`config.mk`:
```
export PLATFORM = sky130hd
export DESIGN_NAME = arp_vlg_rx_flat
export DESIGN_NICKNAME = d
export VERILOG_FILES = /design/src/rtl/arp_vlg_rx_if.sv /design/src/rtl/arp_vlg_rx.sv /design/src/flat_wrapper.sv
export SDC_FILE = /design/constraint.sdc
export NUM_CORES = 1
export LEC_CHECK = 0
export ABC_AREA = 1
export CORE_AREA = 3 3 154 268
export DETAILED_ROUTE_END_ITERATION = 10
export DIE_AREA = 0 0 157 271
export PLACE_DENSITY = 0.76
export SLEW_MARGIN = 25
export SYNTH_ARGS = -nofsm -noshare
export SYNTH_HDL_FRONTEND = slang
export SYNTH_SLANG_ARGS = --single-unit
```
`constraint.sdc`:
```
create_clock -name clk -period 43.2 [get_ports clk]
set_input_delay 6.48 -clock clk [delete_from_list [all_inputs] [get_ports clk]]
set_output_delay 6.48 -clock clk [all_outputs]
set_load 0.01 [all_outputs]
```
`src/rtl/arp_vlg_rx_if.sv`:
```
// arp_vlg_rx_if: payload byte stream from the MAC RX stage into the ARP parser.
`default_nettype none

interface arp_vlg_rx_if;
  logic        rx_v;
  logic [7:0]  rx_d;
  logic        rx_sof;
  logic        rx_eof;
  logic        rx_err;
  logic [15:0] rx_ethertype;

  modport master (output rx_v, rx_d, rx_sof, rx_eof, rx_err, rx_ethertype);
  modport slave  (input  rx_v, rx_d, rx_sof, rx_eof, rx_err, rx_ethertype);
endinterface

`default_nettype wire

```
`src/rtl/arp_vlg_rx.sv`:
```
// arp_vlg_rx: assembles and validates the 28-byte ARP header of 0x0806 frames.
// Optional macro ARP_VLG_RX_IP_FILTER_EN: also require dst_ipv4_addr == local_ipv4.
`default_nettype none

module arp_vlg_rx #(
  parameter int TIMEOUT    = 64,
  parameter int DROP_CNT_W = 16
) (
  input  logic                  clk,
  input  logic                  rst,
  arp_vlg_rx_if.slave           rx,
  input  logic [31:0]           local_ipv4,
  output logic [223:0]          hdr,
  output logic                  hdr_v,
  output logic                  busy,
  output logic [DROP_CNT_W-1:0] drop_cnt
);

  localparam int IDLE_W = $clog2(TIMEOUT + 1);

  typedef enum logic [1:0] {IDLE, HDR, PAD, CHECK} state_t;

  state_t                state_q, state_d;
  logic [4:0]            cnt_q, cnt_d;
  logic [223:0]          asm_q, asm_d;
  logic [223:0]          hdr_q, hdr_d;
  logic                  hdr_v_q, hdr_v_d;
  logic                  busy_q, busy_d;
  logic                  err_q, err_d;
  logic [IDLE_W-1:0]     idle_q, idle_d;
  logic [DROP_CNT_W-1:0] drop_cnt_q, drop_cnt_d;

  logic drop;
  logic start;
  logic fmt_ok;
  logic ip_ok;

  assign start  = rx.rx_v & rx.rx_sof & (rx.rx_ethertype == 16'h0806);
  assign fmt_ok = ~err_q
                & (asm_q[223:208] == 16'h0001)
                & (asm_q[207:192] == 16'h0800)
                & (asm_q[191:184] == 8'd6)
                & (asm_q[183:176] == 8'd4)
                & ((asm_q[175:160] == 16'd1) | (asm_q[175:160] == 16'd2));

`ifdef ARP_VLG_RX_IP_FILTER_EN
  assign ip_ok = (asm_q[31:0] == local_ipv4);
`else
  logic unused_local_ipv4;
  assign unused_local_ipv4 = ^local_ipv4;
  assign ip_ok = 1'b1;
`endif

  always_comb begin
    state_d = state_q;
    cnt_d   = cnt_q;
    asm_d   = asm_q;
    hdr_d   = hdr_q;
    hdr_v_d = 1'b0;
    err_d   = err_q;
    idle_d  = idle_q;
    drop    = 1'b0;

    case (state_q)
      HDR, PAD: begin
        if (rx.rx_v) begin
          idle_d = '0;
          if (rx.rx_sof) begin
            // A new frame aborts this one; a matching ethertype restarts below.
            drop    = 1'b1;
            state_d = IDLE;
          end else begin
            if (rx.rx_eof) err_d = err_q | rx.rx_err;
            if (state_q == HDR) begin
              asm_d = {asm_q[215:0], rx.rx_d};
              if (cnt_q == 5'd27) begin
                state_d = rx.rx_eof ? CHECK : PAD;
              end else if (rx.rx_eof) begin
                drop    = 1'b1;
                state_d = IDLE;
              end else begin
                cnt_d = cnt_q + 5'd1;
              end
            end else if (rx.rx_eof) begin
              state_d = CHECK;
            end
          end
        end else if (idle_q == IDLE_W'(TIMEOUT - 1)) begin
          drop    = 1'b1;
          state_d = IDLE;
        end else begin
          idle_d = idle_q + IDLE_W'(1);
        end
      end
      CHECK: begin
        state_d = IDLE;
        if (!fmt_ok) begin
          drop = 1'b1;
        end else if (ip_ok) begin
          hdr_d   = asm_q;
          hdr_v_d = 1'b1;
        end
      end
      default: ;
    endcase

    if (start && (state_q != CHECK)) begin
      asm_d  = {asm_q[215:0], rx.rx_d};
      cnt_d  = 5'd1;
      err_d  = rx.rx_eof & rx.rx_err;
      idle_d = '0;
      if (rx.rx_eof) begin
        drop    = 1'b1;
        state_d = IDLE;
      end else begin
        state_d = HDR;
      end
    end

    drop_cnt_d = drop_cnt_q;
    if (drop && (drop_cnt_q != {DROP_CNT_W{1'b1}})) drop_cnt_d = drop_cnt_q + DROP_CNT_W'(1);

    busy_d = (state_d != IDLE);
  end

  always_ff @(posedge clk or posedge rst) begin
    if (rst) begin
      state_q    <= IDLE;
      cnt_q      <= '0;
      asm_q      <= '0;
      hdr_q      <= '0;
      hdr_v_q    <= 1'b0;
      busy_q     <= 1'b0;
      err_q      <= 1'b0;
      idle_q     <= '0;
      drop_cnt_q <= '0;
    end else begin
      state_q    <= state_d;
      cnt_q      <= cnt_d;
      asm_q      <= asm_d;
      hdr_q      <= hdr_d;
      hdr_v_q    <= hdr_v_d;
      busy_q     <= busy_d;
      err_q      <= err_d;
      idle_q     <= idle_d;
      drop_cnt_q <= drop_cnt_d;
    end
  end

  assign hdr      = hdr_q;
  assign hdr_v    = hdr_v_q;
  assign busy     = busy_q;
  assign drop_cnt = drop_cnt_q;

endmodule

`default_nettype wire

```
`src/flat_wrapper.sv`:
```
// flat-port wrapper written by rule: the top's interface ports become plain ports
module arp_vlg_rx_flat 
#(
  parameter int TIMEOUT    = 64,
  parameter int DROP_CNT_W = 16
)
  (clk, rst, local_ipv4, hdr, hdr_v, busy, drop_cnt, rx_rx_v, rx_rx_d, rx_rx_sof, rx_rx_eof, rx_rx_err, rx_rx_ethertype);
  arp_vlg_rx_if rx_i ();
  input  logic clk;
  input  logic rst;
  input  logic [31:0] local_ipv4;
  output logic [223:0] hdr;
  output logic hdr_v;
  output logic busy;
  output logic [DROP_CNT_W-1:0] drop_cnt;
  input wire logic [$bits(rx_i.rx_v)-1:0] rx_rx_v;
  input wire logic [$bits(rx_i.rx_d)-1:0] rx_rx_d;
  input wire logic [$bits(rx_i.rx_sof)-1:0] rx_rx_sof;
  input wire logic [$bits(rx_i.rx_eof)-1:0] rx_rx_eof;
  input wire logic [$bits(rx_i.rx_err)-1:0] rx_rx_err;
  input wire logic [$bits(rx_i.rx_ethertype)-1:0] rx_rx_ethertype;
  assign rx_i.rx_v = rx_rx_v;
  assign rx_i.rx_d = rx_rx_d;
  assign rx_i.rx_sof = rx_rx_sof;
  assign rx_i.rx_eof = rx_rx_eof;
  assign rx_i.rx_err = rx_rx_err;
  assign rx_i.rx_ethertype = rx_rx_ethertype;
  arp_vlg_rx #(.TIMEOUT(TIMEOUT), .DROP_CNT_W(DROP_CNT_W)) u_core (.clk(clk), .rst(rst), .rx(rx_i), .local_ipv4(local_ipv4), .hdr(hdr), .hdr_v(hdr_v), .busy(busy), .drop_cnt(drop_cnt));
endmodule
```
==> results of run 1 <==
==> per-stage QoR <==
| stage | hold WS, ns | power, mW | instances |
|---|---|---|---|
| 2_1_floorplan | 0.4496 | 0.5770 | 1966 |
| 3_3_place_gp | 0.4519 | 0.5959 | 2641 |
| 3_5_place_dp | 0.4532 | 0.6024 | 2641 |
| 4_1_cts | 0.4682 | 1.002 | 2719 |
| 5_1_grt | 0.4850 | 1.037 | 2720 |
| 6_report | 0.4622 | 0.9881 | 2720 |
==> sequential cells by signal, indices dropped and copies added, names as in the netlist <==
signal           cells
u_core.busy          1
u_core.state_q       2
u_core.asm_q       224
u_core.cnt_q         5
u_core.err_q         1
u_core.drop_cnt     16
u_core.idle_q        7
u_core.hdr_v         1
u_core.hdr         224
==> final cells by class <==
type                            instances  area, um^2
Clock buffer                           61        1266
Multi-Input combinational cell       1108        5348
Fill cell                            3249       15900
Inverter                              283        1084
Tap cell                              490       613.1
Clock inverter                         17       197.7
Timing Repair Buffer                  280        2833
Sequential cell                       481       12040
==> cell usage after synthesis (2+ instances only) <==
library cell  number
nor3_1             4
o21ai_0           50
xor2_1            14
nand2_1          491
o21ai_1          251
nand4_2            2
buf_2             47
ha_1               6
o21ai_2           90
buf_6             28
nand2_2            2
nor4_1             4
nand4_1           13
a21oi_1            9
nor2_2             3
nor2_1           115
clkbuf_1          13
buf_4              3
dfrtp_1          481
buf_1              3
inv_1            281
nand3_2            2
xnor2_1            5
nand3_1           36
or2_2              5
==> power by group through the flow <==
stage	clock network, mW	logic, mW	registers (mW)
3_5_place_dp	0	0.0914	0.511
6_report	0.394	0.0906	0.503
3_3_place_gp	0	0.0866	0.509
2_1_floorplan	0	0.0703	0.507
4_1_cts	0.407	0.0922	0.503
5_1_grt	0.424	0.106	0.507
==> routing by layer <==
metal / wire length [um] / GRT usage, %
met5: 0 / 0
met4: 1595 / 7.494
met3: 2641 / 5.026
met2: 21930 / 35.30
met1: 16240 / 24.06
==> kinds of logic (layout without fill, tap and decap cells) <==
logic type,count (synthesis),after routing,synth area share (%)
flip-flops,481,481,63.08
AND/OR/NAND/NOR,680,680,14.30
XOR/XNOR,19,19,0.8721
buffers and inverters,377,641,8.898
AO/OA/AOI/OAI,402,402,12.34
adder cells (fa/ha/maj),6,6,0.3934
multiplexers,1,1,0.1180
==> worst paths after layout <==
path / end / depth (start not counted)
max in group asynchronous: u_core.asm_q[46] / 4
min reg2reg: u_core.hdr[208] / 1
min: u_core.hdr[208] / 1
min in group asynchronous: u_core.hdr[191] / 2
max: u_core.asm_q[191] / 8
max reg2reg: u_core.hdr[92] / 12
==> worst reg2reg max path: cells and delay by family, from the launching register on <==
| family | cells | cell delay, ns |
|---|---|---|
| buf+inv | 3 | 2.01 |
| flops | 1 | 0.41 |
| compound gates | 1 | 0.09 |
| simple gates | 8 | 1.00 |
==> impl_results.md, run 1 <==
* Status: finished clean
* Via Count at 13510
* Pwr/cell area at 42.27 nW/um^2
* Final slew viol count at 0
* VDD IR max at 0.03191 mV
* DP Worst Slack at 33.16 ns
* Final ANT Viol Nets at 0
* First-pass GRT wire length at 70710 um
* Area growth syn-to-layout at 22.51%
* Layout cell share with drive strength beyond 1 at 8.520%
* Core ar. at 39280 um^2
* Buf/Inv on CP at 3
* Placed inst area at 21880 um^2
* PostCTS Resize Cnt at 0
* Sequential area share after synthesis at 63.08%
* Post-synthesis average cell area at 9.706 um^2
* NumNets Final at 2265
* Seq pwr share at 50.9%
* Die W at 157 um
* Slew @ Worst Pin at 1.057 ns
* RR Startpoint: u_core.asm_q[184]
* Setup WS post-layout at 33.85 ns
* Final HPWL DP at 28490 um
* Setup CP Type: in -> reg
* Pint at 0.7410 mW
* Gate Count Post-Synth at 1966
* Most common library cell in the layout ignoring fill and taps: nand2_1
* Synth area leaders: dfrtp_1 (63%), nand2_1 (9.7%), o21ai_1 (6.6%)
* Crit path max fanout at 72
* Period utilization at 21.64%
* Most used DFF post-synth: dfrtp_1
* Final design instance area without fill at 23380 um^2
* Launch point of the worst path: rx_rx_v
* Drt drc at 0
* Clock power frac at 39.9%
* Total GRT Usage at 20.28%
* Final hold violation count at 0
* Top-area cell type share of the netlist area at 63.08%
* Setup slack, reg-to-reg at 39.55 ns
* RSZ-0062 raised after global routing: false
* Max Cap Viol at 0
* Setup bufs post-CTS at 0
* Post-Syn Nets at 2034
* Max transition margin at 29.56%
* Largest net degree at the start of global routing at 226
* Detailed Route Iter0 Violations at 786
* Critical path, cell by cell: clkdlybuf4s50_1, nand2_4, inv_1, nand4_2, nand2_1, nand3_4, clkinv_2, o21ai_0
* NetSw at 0.2471 mW
* Final GP Congestion at 0.8224
* CP Launch Type: input port
* Peak Freq at 107.0 MHz
* Count of input and output buffers at 271
* Clock latency on the worst-skew pair at 0.54 ns
* DRT Pass-1 Iters at 5
* Mapped cell area at 19080 um^2
* Leading area contributor after synthesis: dfrtp_1
* Post-Route WL at 42400 um
* Ant diodes at 0
* Num CTS Buffers at 43
* Hold_sp: u_core.hdr[208]
* WP data arrival at 9.76 ns
* Worst Clk Skew at 0.008032 ns
* Ys async rst share at 100.0%
* Fin util at 59.52%
* Comb pwr share at 9.2%
* Row cnt at 96
* Clock transition at the registers of the reported paths at 0.06 ns
* Final setup vio count at 0
* Post-synth EDFFs at 0
* DIE AREA at 42550 um^2
* Sink Count at 481
* Yosys reg bits at 481
* Max clock buf depth at 3
* Yosys warnings at 0
* H-tree Lvls at 2
* Critical-path top delay cell: clkinv_2
* Initial core utilization at 48.58%
* Top delay family on crit path: buffers and inverters
* Leak at 10.38 nW
* Hold Crit Class: reg -> reg
* CTS tree: built
* Req. time, crit path at 43.61 ns
* Die Height at 271 um
* WL per Instance at 15.59 um
* Remaining Overflow, GRT at 0
* Initial antenna violation count at 0
* Vias in the first global route at 13800
* Min Tclk post-route at 9.348 ns
* Crit path capture type: register
* Via density at 4.965
* Switching part of the total at 25.00%
* Crit-path max cell delay at 0.92 ns
* Most frequent cells in the layout: nand2_1 (491), dfrtp_1 (481), inv_1 (280)
* Root Driver: clkbuf_16
* # IOs at 304
* Yosys cell types at 33
* Cts hold-fix bufs at 0
* Setup TNS at 0 ns
Note: power is estimated with default switching activity, not from simulation.
==> inputs of run 2 (changes only) <==
- clock period: 43.2 -> 9.3 ns (I/O delays scaled with it)
==> impl_results.md, run 2 (synthesis gave the netlist of run 1 again) <==
* Status: finished clean
* VDD IR max at 0.1442 mV (+350%)
* Crit path capture type: register
* Core ar. at 39280 um^2 (unchanged)
* Overall power at 4.538 mW (+360%)
* Hold slack at 0.4652 ns (+0.003001 ns)
* Max Cap Viol at 0 (unchanged)
* Largest net degree at the start of global routing at 184 (-19%)
* Num CTS Buffers at 43 (unchanged)
* Placed Cells at 2643 (+0.076%)
* Final ANT Viol Nets at 0 (unchanged)
* Final setup vio count at 0 (unchanged)
* Leak at 10.35 nW (-0.27%)
* Sink Count at 481 (unchanged)
* Remaining Overflow, GRT at 0 (unchanged)
* Final GP Congestion at 0.7927 (-3.6%)
* Total GRT Usage at 19.81% (-0.47 points)
* Setup CP Type: in -> reg
* Count of input and output buffers at 271 (unchanged)
* Die W at 157 um (unchanged)
* Min Tclk post-route at 4.262 ns
* WP data arrival at 4.69 ns (-5.07 ns)
* Worst Clk Skew at 0.02386 ns (+0.01583 ns)
* Cts hold-fix bufs at 0 (unchanged)
* Area growth syn-to-layout at 22.23%
* Peak Freq at 234.6 MHz
* Setup TNS at 0 ns (unchanged)
* Crit-path max cell delay at 0.88 ns (-0.04 ns)
* Final HPWL DP at 28270 um (-0.78%)
* CTS tree: built
* Via density at 4.922 (-0.87%)
* RSZ-0062 raised after global routing: false
* Post-Route WL at 41750 um (-1.5%)
* Top delay family on crit path: buffers and inverters
* Vias in the first global route at 13570 (-1.7%)
* Max transition margin at 37.41% (+7.9 points)
* WL per Instance at 15.36 um (-1.5%)
* Final hold violation count at 0 (unchanged)
* Buf/Inv on CP at 3 (unchanged)
* Drt drc at 0 (unchanged)
* Crit path max fanout at 72 (unchanged)
* Non-Filler Instances at 2719 (-0.037%)
* Hold Crit Class: reg -> reg
* Fin util at 59.38% (-0.13 points)
* Most common library cell in the layout ignoring fill and taps: nand2_1
* H-tree Lvls at 2 (unchanged)
* Clock transition at the registers of the reported paths at 0.07 ns (about the same)
* DIE AREA at 42550 um^2 (unchanged)
* Initial antenna violation count at 0 (unchanged)
* Detailed Route Iter0 Violations at 879 (+12%)
* NumNets Final at 2267 (+0.088%)
* Root Driver: clkbuf_16
* Die Height at 271 um (unchanged)
* Pwr/cell area at 194.6 nW/um^2 (+360%)
* DRT Pass-1 Iters at 7 (+2)
* First-pass GRT wire length at 69060 um (-2.3%)
* Critical-path top delay cell: clkinv_2
* Ant diodes at 0 (unchanged)
* # IOs at 304 (unchanged)
* Initial core utilization at 48.58% (unchanged)
* PostCTS Resize Cnt at 0 (unchanged)
* Slew @ Worst Pin at 0.9389 ns (-0.1178 ns)
* Via Count at 13380 (-0.91%)
* Max clock buf depth at 3 (unchanged)
* Setup bufs post-CTS at 0 (unchanged)
* Period utilization at 45.83%
* Critical path, cell by cell: clkdlybuf4s50_1, nand2_4, inv_1, nand4_2, nand2_1, nand3_4, clkinv_2, o21ai_0
* Req. time, crit path at 9.73 ns (-33.88 ns)
* Fill cells at 3271 (+0.68%)
* Layout cell share with drive strength beyond 1 at 8.389% (-0.13 points)
* Clock latency on the worst-skew pair at 0.55 ns (about the same)
* Most frequent cells in the layout: nand2_1 (491), dfrtp_1 (481), inv_1 (280)
* CP Launch Type: input port
* Final slew viol count at 0 (unchanged)
* Row cnt at 96 (unchanged)
-- run 2: final timing paths --
path | depth (start not counted) | start | slack, ns | end
max | 8 | rx_rx_v | 5.04 | u_core.asm_q[187]
min reg2reg | 1 | u_core.hdr[178] | 0.47 | u_core.hdr[178]
min in group asynchronous | 2 | rst | 1.38 | u_core.hdr[164]
min | 1 | u_core.hdr[178] | 0.47 | u_core.hdr[178]
max reg2reg | 12 | u_core.asm_q[193] | 5.56 | u_core.hdr[5]
max in group asynchronous | 4 | rst | 5.84 | u_core.asm_q[53]
-- run 2: power breakdown --
group	leakage, nW	internal (mW)	switching, mW
clock	0.692	1.03	0.754
combinational	3.09	0.135	0.283
sequential	6.57	2.24	0.0948
total	10.4	3.41	1.13
-- run 2: area by class of cell --
class / count / area [um^2] / share of cell area (%)
clock buffer: 61 / 1224 / 5.246
clock inverter: 14 / 176.4 / 0.7564
inverter: 283 / 1080 / 4.629
multi-input combinational: 1108 / 5348 / 22.93
sequential: 481 / 12040 / 51.60
tap: 490 / 613.1 / 2.628
timing repair buffer: 282 / 2848 / 12.21
-- run 2: per-stage QoR --
step           instance area (um^2)  worst slack, ns
6_report                      23320            5.038
5_1_grt                       23320            4.642
4_1_cts                       23290            4.918
3_5_place_dp                  21890            4.366
3_3_place_gp                  21890            4.490
2_1_floorplan                 19090            1.386
-- run 2: routing by layer --
| layer | vias to the layer above | GRT usage (%) | wire length [um] |
|---|---|---|---|
| met5 | - | 0 | 0 |
| met4 | 0 | 7.540 | 1631 |
| met3 | 82 | 5.634 | 2750 |
| met2 | 299 | 34.03 | 21260 |
| met1 | 6400 | 23.35 | 16110 |
| li1 | 6601 | - | - |
-- run 2: worst reg2reg max path: stages, from the launching register on --
cell	delay, ns
dfrtp_1	0.40
nor2_1	0.11
nand2_1	0.08
nor2_1	0.10
nand2_1	0.07
nor2_1	0.15
nand3_2	0.15
nor2_4	0.10
buf_4	0.53
clkinv_8	0.68
buf_4	0.91
nand2_1	0.23
o21ai_2	0.07
==> inputs of run 3 (changes only) <==
- clock period: 9.3 -> 4.45 ns (I/O delays scaled with it)
==> impl_results.md, run 3 (synthesis gave the netlist of run 1 again) <==
* Pwr/cell area at 406.8 nW/um^2 (+110%)
* Most frequent CP cell: nand2_1
* Die W at 157 um (unchanged)
* DRT Pass-1 Iters at 7 (unchanged)
* Largest net degree at the start of global routing at 132 (-28%)
* Final slew viol count at 0 (unchanged)
* Detailed Route Iter0 Violations at 805 (-8.4%)
* RSZ-0062 raised after global routing: false
* Crit path capture type: register
* Placed inst area at 22050 um^2 (+0.73%)
* Most common library cell in the layout ignoring fill and taps: nand2_1
* Crit path max fanout at 124 (+72%)
* Crit-path max cell delay at 0.73 ns (-0.15 ns)
* Num CTS Buffers at 43 (unchanged)
* Count of input and output buffers at 271 (unchanged)
* Sink Count at 481 (unchanged)
* Critical path, cell by cell: clkdlybuf4s50_1, nand2_4, inv_1, nand4_2, nand2_1, nand3_4, buf_4, buf_12, nand2_1, o21ai_1
* Root Driver: clkbuf_16
* Most frequent cells in the layout: nand2_1 (491), dfrtp_1 (481), inv_1 (280)
* Slew @ Worst Pin at 0.7181 ns (-0.2207 ns)
* Final setup vio count at 0 (unchanged)
* Final ANT Viol Nets at 0 (unchanged)
* Post-Route WL at 43170 um (+3.4%)
* Cts hold-fix bufs at 0 (unchanged)
* Worst Clk Skew at 0.02414 ns (+0.0002779 ns)
* Vias in the first global route at 14020 (+3.3%)
* DP Worst Slack at 1.127 ns (-3.238 ns)
* Fin util at 59.71% (+0.33 points)
* Area of the multi-input gates at 5348 um^2 (unchanged)
* WL per Instance at 15.84 um (+3.2%)
* Final HPWL DP at 29110 um (+3.0%)
* Drt drc at 0 (unchanged)
* Critical-path top delay cell: clkdlybuf4s50_1
* Buf/Inv on CP at 4 (+1)
* Initial antenna violation count at 0 (unchanged)
* PostCTS Resize Cnt at 0 (unchanged)
* Core ar. at 39280 um^2 (unchanged)
* Ant diodes at 0 (unchanged)
* Setup WS post-layout at 1.659 ns (-3.379 ns)
* DIE AREA at 42550 um^2 (unchanged)
* Status: finished clean
* Setup CP Type: in -> reg
* Max Cap Viol at 0 (unchanged)
* Clock transition at the registers of the reported paths at 0.06 ns (about the same)
* VDD IR max at 0.3098 mV (+110%)
* Max clock buf depth at 3 (unchanged)
* Final hold violation count at 0 (unchanged)
* Total GRT Usage at 20.40% (+0.59 points)
* Remaining Overflow, GRT at 0 (unchanged)
* Peak Freq at 358.2 MHz
* First-pass GRT wire length at 71210 um (+3.1%)
* Setup bufs post-CTS at 0 (unchanged)
* NumNets Final at 2274 (+0.31%)
* Leak at 10.42 nW (+0.61%)
* CTS tree: built
* CP Launch Type: input port
* Clock latency on the worst-skew pair at 0.55 ns (about the same)
* Layout cell share with drive strength beyond 1 at 8.770% (+0.38 points)
* Overall power at 9.541 mW (+110%)
* Period utilization at 62.73%
* Initial core utilization at 48.58% (unchanged)
* Final GP Congestion at 0.8230 (+3.8%)
* Top delay family on crit path: buffers and inverters
* Min Tclk post-route at 2.791 ns
* Hold Crit Class: reg -> reg
* H-tree Lvls at 2 (unchanged)
* Register area at 12040 um^2 (unchanged)
* Row cnt at 96 (unchanged)
* Final design instance area without fill at 23450 um^2 (+0.55%)
* Max transition margin at 52.13% (+15 points)
* Fill cells at 3238 (-1.0%)
* Area growth syn-to-layout at 22.91%
* Req. time, crit path at 4.91 ns (-4.82 ns)
* Via Count at 13550 (+1.3%)
* # IOs at 304 (unchanged)
* WP data arrival at 3.25 ns (-1.44 ns)
* Via density at 4.974 (+1.1%)
* Die Height at 271 um (unchanged)
-- run 3: changes by cell type in the layout (fill, tap and decap cells not counted) --
| cell | before | now |
|---|---|---|
| clkbuf_1 | 10 | 7 |
| clkinv_2 | 9 | 8 |
| clkinvlp_4 | 2 | 3 |
| buf_4 | 6 | 8 |
| buf_6 | 2 | 0 |
| buf_12 | 2 | 10 |
| buf_16 | 1 | 0 |
| inv_6 | 1 | 2 |
| inv_2 | 0 | 1 |
-- run 3: cell type report --
| cell class | instances | area share [%] |
|---|---|---|
| repair buffers | 289 | 12.68 |
| multi-input cells | 1108 | 22.80 |
| clock inverters | 16 | 0.8216 |
| inverters | 283 | 4.599 |
| clock buffers | 58 | 5.169 |
| well taps | 490 | 2.614 |
| flip-flops and latches | 481 | 51.32 |
-- run 3: worst paths after layout --
check | start | endpoint | slack (ns) | cells past startpoint
setup / recovery | rx_rx_v | u_core.asm_q[75] | 1.66 | 10
hold / removal | u_core.hdr[186] | u_core.hdr[186] | 0.47 | 1
setup reg to reg | u_core.asm_q[170] | u_core.hdr[44] | 1.87 | 11
hold reg to reg | u_core.hdr[186] | u_core.hdr[186] | 0.47 | 1
max in group asynchronous | rst | u_core.hdr[13] | 2.84 | 3
min in group asynchronous | rst | u_core.busy | 0.53 | 2
-- run 3: through the flow --
stage          cells  TNS (ns)  hold WS, ns
6_report        2725         0       0.4703
5_1_grt         2725         0       0.4889
4_1_cts         2725         0       0.4719
3_5_place_dp    2651         0       0.4524
3_3_place_gp    2651         0       0.4502
2_1_floorplan   1966  -1316.12       0.4496
-- run 3: worst reg2reg max path: cells and delay by family (launching register included) --
family / cells / cell delay [ns]
buf+inv: 2 / 0.95
simple gates: 8 / 1.00
flops: 1 / 0.40
compound gates: 1 / 0.08
-- run 3: where the power goes --
group | switching (mW) | leakage (nW) | internal (mW)
combinational | 0.619 | 3.15 | 0.295
sequential | 0.200 | 6.57 | 4.69
clock | 1.59 | 0.693 | 2.14
-- run 3: routing by layer --
metal	wire [um]	GRT usage [%]	vias up	part of all wire [%]
met5	0	0	-	0
met2	22260	35.92	361	52
met4	1625	7.632	0	3.8
met1	16460	23.51	6491	38
met3	2826	5.458	88	6.5
li1	-	-	6614	-
